### config.mk
export PLATFORM = sky130hd
export DESIGN_NAME = car_draw_engine
export DESIGN_NICKNAME = d
export VERILOG_FILES = /design/src/rtl/car_draw_engine.sv
export SDC_FILE = /design/constraint.sdc
export NUM_CORES = 1
export LEC_CHECK = 0
export ABC_AREA = 1
export BUFFER_PORTS_ARGS = -buffer_cell sky130_fd_sc_hd__buf_2
export CAP_MARGIN = 20
export CORE_ASPECT_RATIO = 0.9
export CORE_MARGIN = 1
export CORE_UTILIZATION = 55
export DETAILED_ROUTE_END_ITERATION = 8
export GPL_TIMING_DRIVEN = 0
export PLACE_DENSITY = 0.9
export SETUP_SLACK_MARGIN = 0.05
export SLEW_MARGIN = 40
export SYNTH_ARGS = -nofsm -noshare
export SYNTH_HDL_FRONTEND = slang
export SYNTH_SLANG_ARGS = --single-unit
### constraint.sdc
create_clock -name clock -period 1.85 [get_ports clock]
set_input_delay 0.0925 -clock clock [delete_from_list [all_inputs] [get_ports clock]]
set_output_delay 0.0925 -clock clock [all_outputs]
set_load 0.02 [all_outputs]
### src/rtl/car_draw_engine.sv
// car_draw_engine: sweeps a CAR_W x CAR_H box through a synchronous sprite
// ROM, or paints it in background colour, and emits one pixel per cycle to
// the VGA adapter. Completion is reported with a level handshake that stays
// up until the request that started the operation is withdrawn.
module car_draw_engine #(
    parameter int          CAR_W       = 8,
    parameter int          CAR_H       = 8,
    parameter int          ADDR_W      = 6,
    parameter logic [2:0]  BG_COLOUR   = 3'b010,
    parameter logic [2:0]  TRANSPARENT = 3'b000,
    parameter int          SCREEN_W    = 160,
    parameter int          SCREEN_H    = 120
) (
    input  logic              clock,
    input  logic              reset,
    input  logic              draw_car,
    input  logic              clear,
    input  logic [7:0]        car_x,
    input  logic [6:0]        car_y,
    output logic [ADDR_W-1:0] rom_addr,
    input  logic [2:0]        rom_data,
    output logic [7:0]        vga_x,
    output logic [6:0]        vga_y,
    output logic [2:0]        vga_colour,
    output logic              plot,
    output logic              done_car,
    output logic              done_clear
);

    localparam int PX_W = (CAR_W > 1) ? $clog2(CAR_W) : 1;
    localparam int PY_W = (CAR_H > 1) ? $clog2(CAR_H) : 1;

    typedef enum logic [2:0] {
        ST_IDLE   = 3'd0,
        ST_SWEEP  = 3'd1,
        ST_FLUSH1 = 3'd2,
        ST_FLUSH2 = 3'd3,
        ST_DONE   = 3'd4
    } state_t;

    state_t          state_r;
    logic [PX_W-1:0] px_r;
    logic [PY_W-1:0] py_r;
    logic [7:0]      base_x_r;
    logic [6:0]      base_y_r;
    logic            mode_r;        // 1 = clear (background), 0 = car sprite
    logic            done_car_r;
    logic            done_clear_r;

    logic            s1_valid_r;
    logic [PX_W-1:0] s1_px_r;
    logic [PY_W-1:0] s1_py_r;

    logic [7:0]      vga_x_r;
    logic [6:0]      vga_y_r;
    logic [2:0]      vga_colour_r;
    logic            plot_r;

    logic            req_s;
    logic            busy_s;
    logic            abort_s;
    logic            last_px_s;
    logic            last_py_s;
    logic [8:0]      sum_x_s;
    logic [7:0]      sum_y_s;
    logic            on_screen_s;
    logic            opaque_s;

    // The request that owns the current operation; the other one is ignored
    assign req_s       = mode_r ? clear : draw_car;
    assign busy_s      = (state_r == ST_SWEEP) || (state_r == ST_FLUSH1) || (state_r == ST_FLUSH2);
    assign abort_s     = busy_s && !req_s;
    assign last_px_s   = (px_r == PX_W'(CAR_W - 1));
    assign last_py_s   = (py_r == PY_W'(CAR_H - 1));

    // Screen coordinates are formed one bit wider so clipping sees the carry
    assign sum_x_s     = {1'b0, base_x_r} + 9'(s1_px_r);
    assign sum_y_s     = {1'b0, base_y_r} + 8'(s1_py_r);
    assign on_screen_s = (sum_x_s < 9'(SCREEN_W)) && (sum_y_s < 8'(SCREEN_H));
    assign opaque_s    = mode_r || (rom_data != TRANSPARENT);

    // Row-major sprite address for the pixel currently being swept
    always_comb begin
        rom_addr = ADDR_W'(py_r) * ADDR_W'(CAR_W) + ADDR_W'(px_r);
    end

    // Control FSM: request acceptance, box sweep, pipeline drain, done handshake
    always_ff @(posedge clock or negedge reset) begin
        if (!reset) begin
            state_r      <= ST_IDLE;
            px_r         <= '0;
            py_r         <= '0;
            base_x_r     <= 8'd0;
            base_y_r     <= 7'd0;
            mode_r       <= 1'b0;
            done_car_r   <= 1'b0;
            done_clear_r <= 1'b0;
        end else begin
            case (state_r)
                ST_IDLE: begin
                    done_car_r   <= 1'b0;
                    done_clear_r <= 1'b0;
                    px_r         <= '0;
                    py_r         <= '0;
                    if (clear) begin
                        base_x_r <= car_x;
                        base_y_r <= car_y;
                        mode_r   <= 1'b1;
                        state_r  <= ST_SWEEP;
                    end else if (draw_car) begin
                        base_x_r <= car_x;
                        base_y_r <= car_y;
                        mode_r   <= 1'b0;
                        state_r  <= ST_SWEEP;
                    end else begin
                        state_r  <= ST_IDLE;
                    end
                end
                ST_SWEEP: begin
                    if (!req_s) begin
                        px_r    <= '0;
                        py_r    <= '0;
                        state_r <= ST_IDLE;
                    end else if (last_px_s) begin
                        px_r <= '0;
                        if (last_py_s) begin
                            py_r    <= '0;
                            state_r <= ST_FLUSH1;
                        end else begin
                            py_r    <= py_r + PY_W'(1);
                        end
                    end else begin
                        px_r <= px_r + PX_W'(1);
                    end
                end
                ST_FLUSH1: begin
                    state_r <= req_s ? ST_FLUSH2 : ST_IDLE;
                end
                ST_FLUSH2: begin
                    state_r <= req_s ? ST_DONE : ST_IDLE;
                end
                ST_DONE: begin
                    if (!req_s) begin
                        done_car_r   <= 1'b0;
                        done_clear_r <= 1'b0;
                        state_r      <= ST_IDLE;
                    end else begin
                        done_car_r   <= !mode_r;
                        done_clear_r <= mode_r;
                    end
                end
                default: begin
                    done_car_r   <= 1'b0;
                    done_clear_r <= 1'b0;
                    state_r      <= ST_IDLE;
                end
            endcase
        end
    end

    // Two-stage pixel pipeline aligned with the one-cycle ROM read latency
    always_ff @(posedge clock or negedge reset) begin
        if (!reset) begin
            s1_valid_r   <= 1'b0;
            s1_px_r      <= '0;
            s1_py_r      <= '0;
            vga_x_r      <= 8'd0;
            vga_y_r      <= 7'd0;
            vga_colour_r <= 3'b000;
            plot_r       <= 1'b0;
        end else begin
            s1_valid_r <= (state_r == ST_SWEEP) && req_s;
            s1_px_r    <= px_r;
            s1_py_r    <= py_r;
            if (abort_s) begin
                plot_r <= 1'b0;
            end else begin
                plot_r <= s1_valid_r && on_screen_s && opaque_s;
            end
            if (s1_valid_r && !abort_s) begin
                vga_x_r      <= sum_x_s[7:0];
                vga_y_r      <= sum_y_s[6:0];
                vga_colour_r <= mode_r ? BG_COLOUR : rom_data;
            end else begin
                vga_x_r      <= vga_x_r;
                vga_y_r      <= vga_y_r;
                vga_colour_r <= vga_colour_r;
            end
        end
    end

    assign vga_x      = vga_x_r;
    assign vga_y      = vga_y_r;
    assign vga_colour = vga_colour_r;
    assign plot       = plot_r;
    assign done_car   = done_car_r;
    assign done_clear = done_clear_r;

endmodule

# Yosys cells after proc, flatten, opt, wreduce, memory -nomap -nowiden
# Cells that the tools add are included.
[totals] register_bits=53 inputBits=22 out_inout_bits=27 elab_cells=80
[classes] add_sub_neg=5 n_lt_le_gt_ge=2 eq_ne=9 muxes=29 n_reduce_logical=20
[op_table] operator="$mux 3" n=11
[op_table] operator="$mux 8" n=2
[op_table] operator="$pmux 3 s5" n=1
[op_table] operator="$mux 7" n=2
[op_table] operator="$pmux 3 s2" n=2
[op_table] operator="$add 8x3->9" n=1
[op_table] operator="$eq 3x3->1 const B" n=3
[op_table] operator="$lt 9x8->1 const B" n=1
[op_table] operator="$add 7x3->8" n=1
[op_table] operator="$lt 8x7->1 const B" n=1
[op_table] operator="$mux 1" n=8
[op_table] operator="$add 3x1->3 const B" n=2
[op_table] operator="$add 6x3->6" n=1
[op_table] operator="$eq 3x2->1 const B" n=2
[op_table] operator="$logic_and 1x1->1" n=6
[op_table] operator="$ne 3x3->1 const B" n=2
[op_table] operator="$pmux 1 s2" n=2
[op_table] operator="$reduce_and 2->1" n=2
[op_table] operator="$reduce_bool 2->1" n=2
[op_table] operator="$eq 3x1->1 const B" n=1
[op_table] operator="$logic_not 1->1" n=3
[op_table] operator="$logic_not 3->1" n=1
[op_table] operator="$logic_or 1x1->1" n=3
[op_table] operator="$reduce_and 3->1" n=1
[op_table] operator="4 further kinds" n=4

# Depth between registers and ports, before layout
# Gate-level depths: netlist (run 1).
[depth] word_depth=6 ltp_mapped=12 depth_no_buf=12

# Worst setup path after synthesis (run 1)
# No wires, ideal clock.
[synth_timing] kind="reg-to-reg" from="register base_x_r[0]" to="register plot_r (netlist: plot)" setup_ns=0.117 t_arrival_ns=1.535 t_required_ns=1.733 setup_slack_ns=0.198 stages_incl_launch_ff=12 path_buffers=0 synth_period_minus_slack_ns=1.652 cell_sequence="dfrtp_1 > ha_1 > inv_1 > fa_1 > o21ai_0 > nand2_1 > nand2_1 > nand2_1 > nand2_1 > nand2_1 > nand2_1 > nor2_1"
[synth_via] elab_chain_len=6
[synth_lines] element="start, declared" line_no="44" rtl="logic [7:0] base_x_r;"
[synth_lines] element="start signal, assigned" line_no="106" rtl="base_x_r <= car_x;"
[synth_lines] element="start signal, assigned" line_no="111" rtl="base_x_r <= car_x;"
[synth_lines] element="$add 8x3->9" line_no="77" rtl="assign sum_x_s = {1'b0, base_x_r} + 9'(s1_px_r);"
[synth_lines] element="$lt 9x8->1" line_no="79" rtl="assign on_screen_s = (sum_x_s < 9'(SCREEN_W)) && (sum_y_s < 8'(SCREEN_H));"
[synth_lines] element="$logic_and 1x1->1" line_no="79"
[synth_lines] element="$logic_and 1x1->1 (2 in series)" line_no="178" rtl="plot_r <= s1_valid_r && on_screen_s && opaque_s;"
[synth_lines] element="$mux 1" line_no="175" rtl="if (abort_s) begin"
[synth_lines] element="end signal, assigned" line_no="178"
[synth_lines] element="end, declared" line_no="57" rtl="logic plot_r;"
# No other way between the ends.
# A chain may end at the register's enable or synchronous reset.

# Final worst setup path (run 1)
# Ends and elaborated chain as after synthesis.

==> summary.txt, run 1 <==
POWER
-------------------------------------------------------------------------------------------------
Final total power ..................................................................   0.005172 W
Static Leakage .....................................................................     1.716 nW
Ratio of total power to cell area ..................................................  1605 mW/mm2
Peak supply drop ...................................................................      1020 uV

ROUTE
-------------------------------------------------------------------------------------------------
Via count ..........................................................................        2,217
Wire length per cell after detailed routing ........................................     13.40 um
Pre-antenna DRT Iters ..............................................................            4
Wire length reported by the detailed router ........................................      5737 um
DRC viols ..........................................................................            0
Final ANT Viol Nets ................................................................            0
Number of vias per cell ............................................................        5.180
Starting DRC count in detailed routing .............................................          154

SYNTH
-------------------------------------------------------------------------------------------------
YS warnings ........................................................................            0
Avg Cell Area, Syn .................................................................    8.873 um2
Synthesized netlist cell count .....................................................          296
Syn Nets ...........................................................................          330
Seq/Total Area, Yosys ..............................................................       50.50%
Number of distinct library cell variants in the gate-level netlist after synthesis .           29
Netlist Area Pre-Place ............................................................. 0.002626 mm2
Synthesized flop and latch total ...................................................           53

CELLS AND AREA
-------------------------------------------------------------------------------------------------
Relative area change from synthesis to final layout ................................       22.68%
Most common cell after layout, fill and taps aside .................................      nand2_1
Net count, final ...................................................................          399
Final antenna diode count ..........................................................            0
Layout cells sized above 1 .........................................................       28.42%
Commonest cells after routing, fill and taps aside ................................. nand2_1, dfrtp_1, buf_2, inv_1, nor2_1
Share of the core filled with cells in the final layout ............................       71.31%

CLOCK NETWORK
-------------------------------------------------------------------------------------------------
Clock latency at the later pin of the worst-skew pair ..............................      0.31 ns
Buffer depth of the longest clock path .............................................            2
CTS clk-pin slew, worst paths ......................................................      0.09 ns
Number of sinks driven by the clock tree ...........................................           53
Number of CTS-inserted buffers .....................................................            5
Clock tree from TritonCTS ..........................................................          yes
Root cell of the clock tree ........................................................     clkbuf_8
CTS H-tree depth ...................................................................            2

WORST HOLD PATH
-------------------------------------------------------------------------------------------------
Min-Delay Path Class ............................................................... input pin to flip-flop

TIMING
-------------------------------------------------------------------------------------------------
Final number of hold-violating endpoints ...........................................            0
Final critical-path share of the clock period ......................................       94.03%
Worst clock skew ...................................................................  0.004905 ns
Setup repair after global routing missed its margin ................................         true
Final max-slew violation count .....................................................            0
Peak Freq ..........................................................................   0.5748 GHz
Setup-failing EPs final ............................................................            0
Crit path time final ...............................................................     1.740 ns
Post-route worst setup slack .......................................................    0.1104 ns
Summed negative setup slack over all endpoints .....................................         0 ns
Worst slew margin relative to its limit ............................................       56.51%
Pin slew with the least headroom to its limit ......................................    0.6524 ns

GRT
-------------------------------------------------------------------------------------------------
First-pass GRT wire length .........................................................      9108 um
Via count of the first global-routing pass .........................................        2,136
Overall track demand over capacity in global routing ...............................       24.44%
Number of antenna violations at the first check in global routing ..................            0
Total congestion overflow after global routing .....................................            0
Largest net degree at the start of global routing ..................................           54

SETUP PATH
-------------------------------------------------------------------------------------------------
Worst-path maximum fanout ..........................................................            3
Capture point of the worst reg-to-reg path .........................................         plot
Crit path DAT ......................................................................      1.95 ns
Worst Setup EP .....................................................................         plot
Kind of end point of the critical path .............................................    flip-flop
Flop2flop setup slack ..............................................................      0.11 ns
Crit path kind ..................................................................... flip-flop to flip-flop
Critical Path RT ...................................................................      2.06 ns
CP startpoint kind .................................................................    flip-flop
Register-to-Register Path Depth ....................................................           11
Crit. Startpoint ...................................................................  base_x_r[0]
Critical R2R Launch ................................................................  base_x_r[0]

PLACED DESIGN
-------------------------------------------------------------------------------------------------
Post-detailed-placement half-perimeter wirelength ..................................      3915 um
Buffers added on ports .............................................................           48
Worst setup slack after placement ..................................................  -0.06057 ns
Final RePlAce weighted congestion ..................................................       0.8356

DIE
-------------------------------------------------------------------------------------------------
Io pins ............................................................................           49
Die Span X .........................................................................     74.84 um
Initial Util .......................................................................       58.13%
Vertical extent of the die .........................................................     67.56 um
Total Die Area ..................................................................... 0.005056 mm2
Number of rows created at floorplan ................................................           23
Area inside the core boundary ...................................................... 0.004518 mm2

RUN STATUS
-------------------------------------------------------------------------------------------------
Status ............................................................................. finished, final reports clean

JOB
-------------------------------------------------------------------------------------------------
Max-cap viol count .................................................................            0

==> kinds of logic after synthesis <==
family          synth area share (%)
fa+ha+maj                      6.289
compound gates                 11.01
flops                          50.50
buf+inv                        7.384
xor+xnor                       1.334
simple gates                   23.49
==> layer usage <==
metal  GRT usage, %  up-vias  routed length (um)  share of wire [%]
li1               -     1087                   -                  -
met1          28.45     1053                2378                 41
met2          44.71       65                2978                 52
met3          4.776       12                 272                4.7
met4          8.491        0                 108                1.9
met5              0        -                   0                  0
==> Yosys cell counts <==
cell type / instances / area, um2
a21oi_1: 4 / 20.02
a22o_1: 1 / 8.760
a22o_2: 1 / 10.01
a31oi_1: 3 / 18.77
and2_1: 1 / 6.260
buf_12: 2 / 40.04
buf_6: 3 / 33.78
dfrtp_1: 53 / 1326
fa_1: 2 / 40.04
ha_1: 10 / 125.1
inv_1: 29 / 108.9
inv_2: 3 / 11.26
nand2_1: 98 / 367.9
nand2_2: 6 / 37.54
nand2_4: 1 / 11.26
nand3_1: 14 / 70.07
nand3b_1: 1 / 7.510
nand4_1: 3 / 18.77
nor2_1: 20 / 75.07
nor2_2: 1 / 6.260
nor3_1: 2 / 10.01
o21ai_0: 8 / 40.04
o21ai_1: 9 / 45.04
o21ai_2: 14 / 122.6
o21ai_4: 1 / 16.27
o21bai_1: 1 / 7.510
or2_1: 1 / 6.260
xnor2_1: 1 / 8.760
xor2_1: 3 / 26.28
==> through the flow <==
step	cell area (um2)	std cells	hold WS (ns)
floorplan	2626	296	-0.2031
global placement	2944	406	0.2905
detailed placement	2947	406	0.1762
CTS	3149	422	0.001751
global route	3222	428	0.003348
finish	3222	428	0.002024
==> worst min path at each step <==
| stage | depth (start not counted) | end | startpoint |
|---|---|---|---|
| final | 3 | base_x_r[7] | car_x[7] |
| after global routing | 3 | base_x_r[7] | car_x[7] |
| after CTS | 3 | base_x_r[7] | car_x[7] |
| after detailed placement | 1 | vga_y[4] | reset |
| after global placement | 3 | base_y_r[5] | car_y[5] |
| after floorplan | 0 | base_x_r[0] | reset |
==> state kept, by name, indices dropped and copies added (netlist names) <==
register	cells
vga_colour	3
py_r	3
done_car	1
mode_r	1
s1_valid_r	1
state_r	3
done_clear	1
plot	1
vga_x	8
s1_py_r	3
px_r	3
base_x_r	8
s1_px_r	3
vga_y	7
base_y_r	7
==> power by group <==
| group | total [W] | internal, W | leakage, nW | switching, W |
|---|---|---|---|---|
| clock network | 0.000818 | 0.000442 | 0.0585 | 0.000376 |
| registers | 0.00192 | 0.00159 | 0.681 | 0.000326 |
| logic | 0.00243 | 0.000918 | 0.976 | 0.00152 |
| total | 0.00517 | 0.00295 | 1.72 | 0.00222 |
==> worst max-delay path, stage by stage (launching register included) <==
cell	delay (ns)
dfrtp_1	0.39
ha_2	0.20
inv_2	0.04
fa_2	0.39
o21ai_4	0.19
nand2_1	0.08
nand2_1	0.08
nand2_2	0.06
nand2_1	0.06
nand2_1	0.05
nand2_1	0.06
nor2_1	0.04
==> area by class of cell <==
class                      count  area (um2)
inverter                      32       120.1
sequential                    53        1326
timing repair buffer          62       367.9
multi-input combinational    206        1140
fill                         324        1296
clock inverter                 1       30.03
buffer                         5       73.82
clock buffer                   7       86.33
tap                           62       77.57
==> what timing repair did <==
action | CTS | global route
hold endpoints to repair | 60 | 0
hold buffers | 8 | 0
gates resized for setup | 3 | 10
pin swaps | 1 | 13
buffers inserted | 0 | 6
setup endpoints to repair | 3 | 1
Note: power is estimated with default switching activity, not from simulation.
==> run 2: changes to the inputs <==
--- a/config.mk
+++ b/config.mk
@@ -13,6 +13,7 @@
 export CORE_UTILIZATION = 55
 export DETAILED_ROUTE_END_ITERATION = 8
 export GPL_TIMING_DRIVEN = 0
+export MAX_ROUTING_LAYER = met4
 export PLACE_DENSITY = 0.9
 export SETUP_SLACK_MARGIN = 0.05
 export SLEW_MARGIN = 40
==> summary.txt, run 2 (synthesis gave the netlist of run 1 again) <==
CELLS AND AREA
--------------------------------------------------------------------------------
Net count, final ..................................................          399   unchanged
Commonest cells after routing, fill and taps aside ................ nand2_1, dfrtp_1, buf_2, inv_1, nor2_1   unchanged
Final Non-Filler Cells ............................................          428   unchanged
Most common cell after layout, fill and taps aside ................      nand2_1   unchanged
Final Cell Area ................................................... 0.003222 mm2   unchanged
Relative area change from synthesis to final layout ...............       22.68%   unchanged
Final antenna diode count .........................................            0   unchanged
Layout cells sized above 1 ........................................       28.42%   unchanged

SETUP PATH
--------------------------------------------------------------------------------
Register-to-Register Path Depth ...................................           11   unchanged
CP startpoint kind ................................................    flip-flop   unchanged
Critical Path RT ..................................................      2.05 ns   was 2.06 ns
Crit path DAT .....................................................      1.94 ns   was 1.95 ns
Flop2flop setup slack .............................................      0.11 ns   about the same
Worst-path maximum fanout .........................................            3   unchanged
Kind of end point of the critical path ............................    flip-flop   unchanged
Crit path kind .................................................... flip-flop to flip-flop   unchanged

DIE
--------------------------------------------------------------------------------
Initial Util ......................................................       58.13%   unchanged
Io pins ...........................................................           49   unchanged
Number of rows created at floorplan ...............................           23   unchanged
Total Die Area .................................................... 0.005056 mm2   unchanged
Vertical extent of the die ........................................     67.56 um   unchanged
Die Span X ........................................................     74.84 um   unchanged
Area inside the core boundary ..................................... 0.004518 mm2   unchanged

PLACED DESIGN
--------------------------------------------------------------------------------
Post-detailed-placement half-perimeter wirelength .................      3915 um   unchanged
Buffers added on ports ............................................           48   unchanged
Number of placed cells counting well taps .........................          406   unchanged
Cell Area, Placed ................................................. 0.002947 mm2   unchanged
Worst setup slack after placement .................................  -0.06057 ns   unchanged
Final RePlAce weighted congestion .................................       0.8485   was 0.8356

TIMING
--------------------------------------------------------------------------------
Final critical-path share of the clock period .....................       93.84%   was 94.03%
Post-route worst setup slack ......................................    0.1140 ns   was 0.1104 ns
Setup-failing EPs final ...........................................            0   unchanged
Worst slew margin relative to its limit ...........................       56.06%   was 56.51%
Final number of hold-violating endpoints ..........................            0   unchanged
Pin slew with the least headroom to its limit .....................    0.6591 ns   was 0.6524 ns
Setup repair after global routing missed its margin ...............         true   unchanged
Peak Freq .........................................................   0.5760 GHz   was 0.5748 GHz
Worst clock skew ..................................................  0.002249 ns   was 0.004905 ns
Crit path time final ..............................................     1.736 ns   was 1.740 ns
Final max-slew violation count ....................................            0   unchanged

GRT
--------------------------------------------------------------------------------
Total congestion overflow after global routing ....................            0   unchanged
Largest net degree at the start of global routing .................           54   unchanged
Via count of the first global-routing pass ........................        2,136   unchanged
Number of antenna violations at the first check in global routing .            0   unchanged
Overall track demand over capacity in global routing ..............       25.13%   was 24.44%
First-pass GRT wire length ........................................      9121 um   was 9108 um

RUN STATUS
--------------------------------------------------------------------------------
Status ............................................................ finished, final reports clean   unchanged

ROUTE
--------------------------------------------------------------------------------
Via count .........................................................        2,218   was 2,217
Final ANT Viol Nets ...............................................            0   unchanged
Number of vias per cell ...........................................        5.182   was 5.180
DRC viols .........................................................            0   unchanged
Wire length reported by the detailed router .......................      5743 um   was 5737 um
Pre-antenna DRT Iters .............................................            4   unchanged
Wire length per cell after detailed routing .......................     13.42 um   was 13.40 um
Starting DRC count in detailed routing ............................          134   was 154

CLOCK NETWORK
--------------------------------------------------------------------------------
Number of sinks driven by the clock tree ..........................           53   unchanged
Number of CTS-inserted buffers ....................................            5   unchanged
Root cell of the clock tree .......................................     clkbuf_8   unchanged
Clock latency at the later pin of the worst-skew pair .............      0.30 ns   was 0.31 ns
Clock tree from TritonCTS .........................................          yes   unchanged
Buffer depth of the longest clock path ............................            2   unchanged
CTS clk-pin slew, worst paths .....................................      0.09 ns   about the same
CTS H-tree depth ..................................................            2   unchanged

WORST HOLD PATH
--------------------------------------------------------------------------------
Hold Path Cell Cnt ................................................            3   unchanged
Min-Delay Path Class .............................................. input pin to flip-flop   unchanged

POWER
--------------------------------------------------------------------------------
Peak supply drop ..................................................      1021 uV   was 1020 uV
Ratio of total power to cell area .................................  1603 mW/mm2   was 1605 mW/mm2
Static Leakage ....................................................     1.716 nW   unchanged

JOB
--------------------------------------------------------------------------------
Max-cap viol count ................................................            0   unchanged

run 2: cell counts in the layout (fill, tap and decap cells not counted):
No cell type changed its count.
run 2: through the flow:
| stage | power [W] | setup TNS, ns | util, % | hold slack [ns] |
|---|---|---|---|---|
| 3_3_place_gp | 0.004130 | -0.007021 | 65.16 | 0.2905 |
| 5_1_grt | 0.005542 | 0 | 71.31 | 0.003345 |
| 6_report | 0.005166 | 0 | 71.31 | 0.007504 |
| 4_1_cts | 0.005083 | 0 | 69.70 | 0.001751 |
| 3_5_place_dp | 0.004233 | -0.06057 | 65.22 | 0.1762 |
| 2_1_floorplan | 0.003606 | 0 | - | -0.2031 |
run 2: report_power, final:
group	switching, W	total [W]	internal [W]
logic	0.00152	0.00243	0.000918
clock network	0.000371	0.000813	0.000442
registers	0.000326	0.00192	0.00159
total	0.00221	0.00517	0.00295
run 2: worst paths after layout:
kind | start | endpoint
setup reg to reg | base_x_r[0] | plot
max in group asynchronous | reset | state_r[1]
setup / recovery | base_x_r[0] | plot
hold / removal | car_x[7] | base_x_r[7]
min in group asynchronous | reset | base_y_r[4]
hold reg to reg | py_r[2] | s1_py_r[2]
run 2: critical path, stage by stage (launching register included):
cell and delay [ns]:
dfrtp_1 0.38, ha_2 0.20, inv_2 0.04, fa_2 0.39, o21ai_4 0.19, nand2_1 0.08
nand2_1 0.09, nand2_2 0.06, nand2_1 0.06, nand2_1 0.05, nand2_1 0.06, nor2_1 0.04
run 2: routing by layer:
metal	part of all wire (%)	up-vias	GRT usage, %
li1	-	1086	-
met1	41	1039	28.35
met2	52	79	44.93
met3	4.8	14	4.478
met4	1.9	0	8.491
met5	0	-	-
run 2: what timing repair did:
action / 4_1_cts / 5_1_grt
hold buffers: 8 / 0
buffers inserted: 0 / 6
hold endpoints to repair: 60 / 0
pin swaps: 1 / 13
gates resized for setup: 3 / 10
endpoints found under the setup margin: 3 / 1
run 2: layout make-up:
cell class / instances / area (um2)
tap: 62 / 77.57
timing repair buffer: 62 / 367.9
inverter: 32 / 120.1
sequential: 53 / 1326
buffer: 5 / 73.82
fill: 324 / 1296
clock inverter: 1 / 30.03
clock buffer: 7 / 86.33
multi-input combinational: 206 / 1140
==> run 3: changes to the inputs <==
--- a/config.mk
+++ b/config.mk
@@ -8,9 +8,11 @@
 export ABC_AREA = 1
 export BUFFER_PORTS_ARGS = -buffer_cell sky130_fd_sc_hd__buf_2
 export CAP_MARGIN = 20
+export CELL_PAD_IN_SITES_DETAIL_PLACEMENT = 2
+export CELL_PAD_IN_SITES_GLOBAL_PLACEMENT = 2
 export CORE_ASPECT_RATIO = 0.9
 export CORE_MARGIN = 1
-export CORE_UTILIZATION = 55
+export CORE_UTILIZATION = 33
 export DETAILED_ROUTE_END_ITERATION = 8
 export GPL_TIMING_DRIVEN = 0
 export MAX_ROUTING_LAYER = met4
==> constraint.sdc (replaced) <==
create_clock -name clock -period 1.85 [get_ports clock]
set_input_delay 0.185 -clock clock [delete_from_list [all_inputs] [get_ports clock]]
set_output_delay 0.185 -clock clock [all_outputs]
set_load 0.02 [all_outputs]
==> summary.txt, run 3 (synthesis gave the netlist of run 1 again) <==
SETUP PATH
--------------------------------------------------------------------------------
Kind of end point of the critical path ............................    flip-flop   unchanged
Worst-path maximum fanout .........................................            3   unchanged
Dominant delay contributor by cell family on the critical path ....  adder cells   unchanged
Worst Setup EP ....................................................         plot   unchanged
Flop2flop setup slack .............................................      0.11 ns   about the same
Crit path DAT .....................................................      1.95 ns   was 1.94 ns
Critical Path RT ..................................................      2.06 ns   was 2.05 ns
Worst path most repeated cell .....................................      nand2_2   was nand2_1
CP bufs+invs ......................................................            1   unchanged
Crit. Startpoint ..................................................  base_x_r[0]   unchanged
CP Depth ..........................................................           11   unchanged
Capture point of the worst reg-to-reg path ........................         plot   unchanged
Crit path kind .................................................... flip-flop to flip-flop   unchanged
Critical Path Slowest Stage Cell ..................................      dfrtp_1   was fa_2
Critical R2R Launch ...............................................  base_x_r[0]   unchanged
Ordered list of cells on the worst path ........................... ha_4, inv_2, fa_2, o21ai_4, nand2_2, nand2_2, nand2_2, nand2_2, nand2_1, nand2_1, nor2_1   was ha_2, inv_2, fa_2, o21ai_4, nand2_1, nand2_1, nand2_2, nand2_1, nand2_1, nand2_1, nor2_1
Maximum cell stage delay along the critical path ..................      0.41 ns   was 0.39 ns
Register-to-Register Path Depth ...................................           11   unchanged
CP startpoint kind ................................................    flip-flop   unchanged

TIMING
--------------------------------------------------------------------------------
Final max-slew violation count ....................................            0   unchanged
Crit path time final ..............................................     1.740 ns   was 1.736 ns
Worst hold margin .................................................   0.06200 ns   was 0.007504 ns
Worst clock skew ..................................................   0.01327 ns   was 0.002249 ns
Final critical-path share of the clock period .....................       94.04%   was 93.84%
Setup repair after global routing missed its margin ...............         true   unchanged
Setup-failing EPs final ...........................................            0   unchanged
Pin slew with the least headroom to its limit .....................    0.7003 ns   was 0.6591 ns
Worst slew margin relative to its limit ...........................       53.31%   was 56.06%
Peak Freq .........................................................   0.5748 GHz   was 0.5760 GHz
Final number of hold-violating endpoints ..........................            0   unchanged

CLOCK NETWORK
--------------------------------------------------------------------------------
Number of CTS-inserted buffers ....................................            5   unchanged
CTS clk-pin slew, worst paths .....................................      0.10 ns   was 0.09 ns
CTS H-tree depth ..................................................            2   unchanged
Root cell of the clock tree .......................................     clkbuf_8   unchanged
Clock latency at the later pin of the worst-skew pair .............      0.31 ns   was 0.30 ns
Number of sinks driven by the clock tree ..........................           53   unchanged
Clock tree from TritonCTS .........................................          yes   unchanged
Buffer depth of the longest clock path ............................            2   unchanged

CELLS AND AREA
--------------------------------------------------------------------------------
Final antenna diode count .........................................            0   unchanged
Final Cell Area ................................................... 0.003179 mm2   was 0.003222 mm2
Layout cells sized above 1 ........................................       28.85%   was 28.42%
Most common cell after layout, fill and taps aside ................      nand2_1   unchanged
Commonest cells after routing, fill and taps aside ................ nand2_1, dfrtp_1, buf_2, inv_1, nor2_1   unchanged
Net count, final ..................................................          391   was 399
Filler Cell Count .................................................          878   was 324
Share of the core filled with cells in the final layout ...........       41.72%   was 71.31%
Relative area change from synthesis to final layout ...............       21.06%   was 22.68%

PLACED DESIGN
--------------------------------------------------------------------------------
Final RePlAce weighted congestion .................................       0.7992   was 0.8485
Buffers added on ports ............................................           48   unchanged
Cell Area, Placed ................................................. 0.002989 mm2   was 0.002947 mm2
Post-detailed-placement half-perimeter wirelength .................      5582 um   was 3915 um

ROUTE
--------------------------------------------------------------------------------
Pre-antenna DRT Iters .............................................            4   unchanged
Via count .........................................................        2,178   was 2,218
Wire length per cell after detailed routing .......................     16.60 um   was 13.42 um
Wire length reported by the detailed router .......................      7520 um   was 5743 um
Final ANT Viol Nets ...............................................            0   unchanged
Number of vias per cell ...........................................        4.808   was 5.182
Starting DRC count in detailed routing ............................           55   was 134
DRC viols .........................................................            0   unchanged

DIE
--------------------------------------------------------------------------------
Number of rows created at floorplan ...............................           30   was 23
Total Die Area .................................................... 0.008320 mm2   was 0.005056 mm2
Die Span X ........................................................     96.04 um   was 74.84 um
Area inside the core boundary ..................................... 0.007620 mm2   was 0.004518 mm2
Vertical extent of the die ........................................     86.63 um   was 67.56 um
Io pins ...........................................................           49   unchanged
Initial Util ......................................................       34.47%   was 58.13%

POWER
--------------------------------------------------------------------------------
Static Leakage ....................................................     1.669 nW   was 1.716 nW
Peak supply drop ..................................................     571.7 uV   was 1021 uV
Ratio of total power to cell area .................................  1635 mW/mm2   was 1603 mW/mm2

GRT
--------------------------------------------------------------------------------
Largest net degree at the start of global routing .................           54   unchanged
Total congestion overflow after global routing ....................            0   unchanged
Overall track demand over capacity in global routing ..............       19.66%   was 25.13%
First-pass GRT wire length ........................................    11,830 um   was 9121 um
Via count of the first global-routing pass ........................        2,396   was 2,136
Number of antenna violations at the first check in global routing .            0   unchanged

JOB
--------------------------------------------------------------------------------
Max-cap viol count ................................................            0   unchanged

RUN STATUS
--------------------------------------------------------------------------------
Status ............................................................ finished, final reports clean   unchanged

WORST HOLD PATH
--------------------------------------------------------------------------------
Min-Delay Path Class .............................................. input pin to flip-flop   unchanged

==> run 3: cell types whose count changed in the layout (fill, tap and decap cells not counted) <==
| cell | previous run | this run |
|---|---|---|
| bufinv_16 | 1 | 0 |
| dlygate4sd3_1 | 8 | 1 |
| nand2_1 | 95 | 94 |
| nand2_2 | 9 | 10 |
| ha_2 | 2 | 0 |
| buf_4 | 7 | 6 |
| ha_4 | 0 | 2 |
==> run 3: area by class of cell <==
class | count | area (um2) | share of cell area (%)
flip-flops and latches | 53 | 1326 | 41.72
multi-input cells | 206 | 1162 | 36.56
repair buffers | 54 | 290.3 | 9.130
inverters | 32 | 120.1 | 3.778
well taps | 96 | 120.1 | 3.778
clock buffers | 7 | 86.33 | 2.715
plain buffers | 5 | 73.82 | 2.322
==> run 3: metal layers <==
metal,part of all wire (%),wire length [um],global-route usage (%)
met1,43,3210,23.15
met2,54,4063,35.33
met3,2.5,188,3.158
met4,0.76,57,3.664
met5,0,0,-
==> run 3: per-stage QoR <==
stage | power (W) | setup WS, ns | setup TNS, ns | cells
6_report | 0.005197 | 0.1103 | 0 | 453
3_3_place_gp | 0.004243 | -0.1022 | -0.1022 | 440
4_1_cts | 0.005123 | 0.06928 | 0 | 448
2_1_floorplan | 0.003606 | 0.1978 | 0 | 296
5_1_grt | 0.005625 | -0.002540 | -0.002540 | 453
3_5_place_dp | 0.004409 | -0.1352 | -0.1352 | 440
==> run 3: timing repair <==
action / CTS / global route
hold buffers: 1 / 0
hold endpoints to repair: 53 / 0
buffers inserted: 0 / 5
gates resized for setup: 5 / 11
setup endpoints to repair: 3 / 1
pin swaps: 1 / 9
==> run 3: how the worst min path moves through the flow <==
stage,from,end,cells past startpoint
3_3_place_gp,car_y[5],base_y_r[5],3
5_1_grt,car_x[3],base_x_r[3],3
2_1_floorplan,reset,base_x_r[0],0
3_5_place_dp,reset,vga_y[4],1
4_1_cts,car_y[0],base_y_r[0],3
6_report,car_x[2],base_x_r[2],3
==> run 3: report_power, final <==
part | internal (W) | total (W) | switching [W]
Clock | 0.000298 | 0.000682 | 0.000384
Combinational | 0.000938 | 0.00256 | 0.00162
Sequential | 0.00159 | 0.00196 | 0.000364
==> run 3: worst min-delay path, cell delays in order <==
cell and delay [ns]:
buf_2 0.07, nand2_1 0.04, nand2_1 0.05
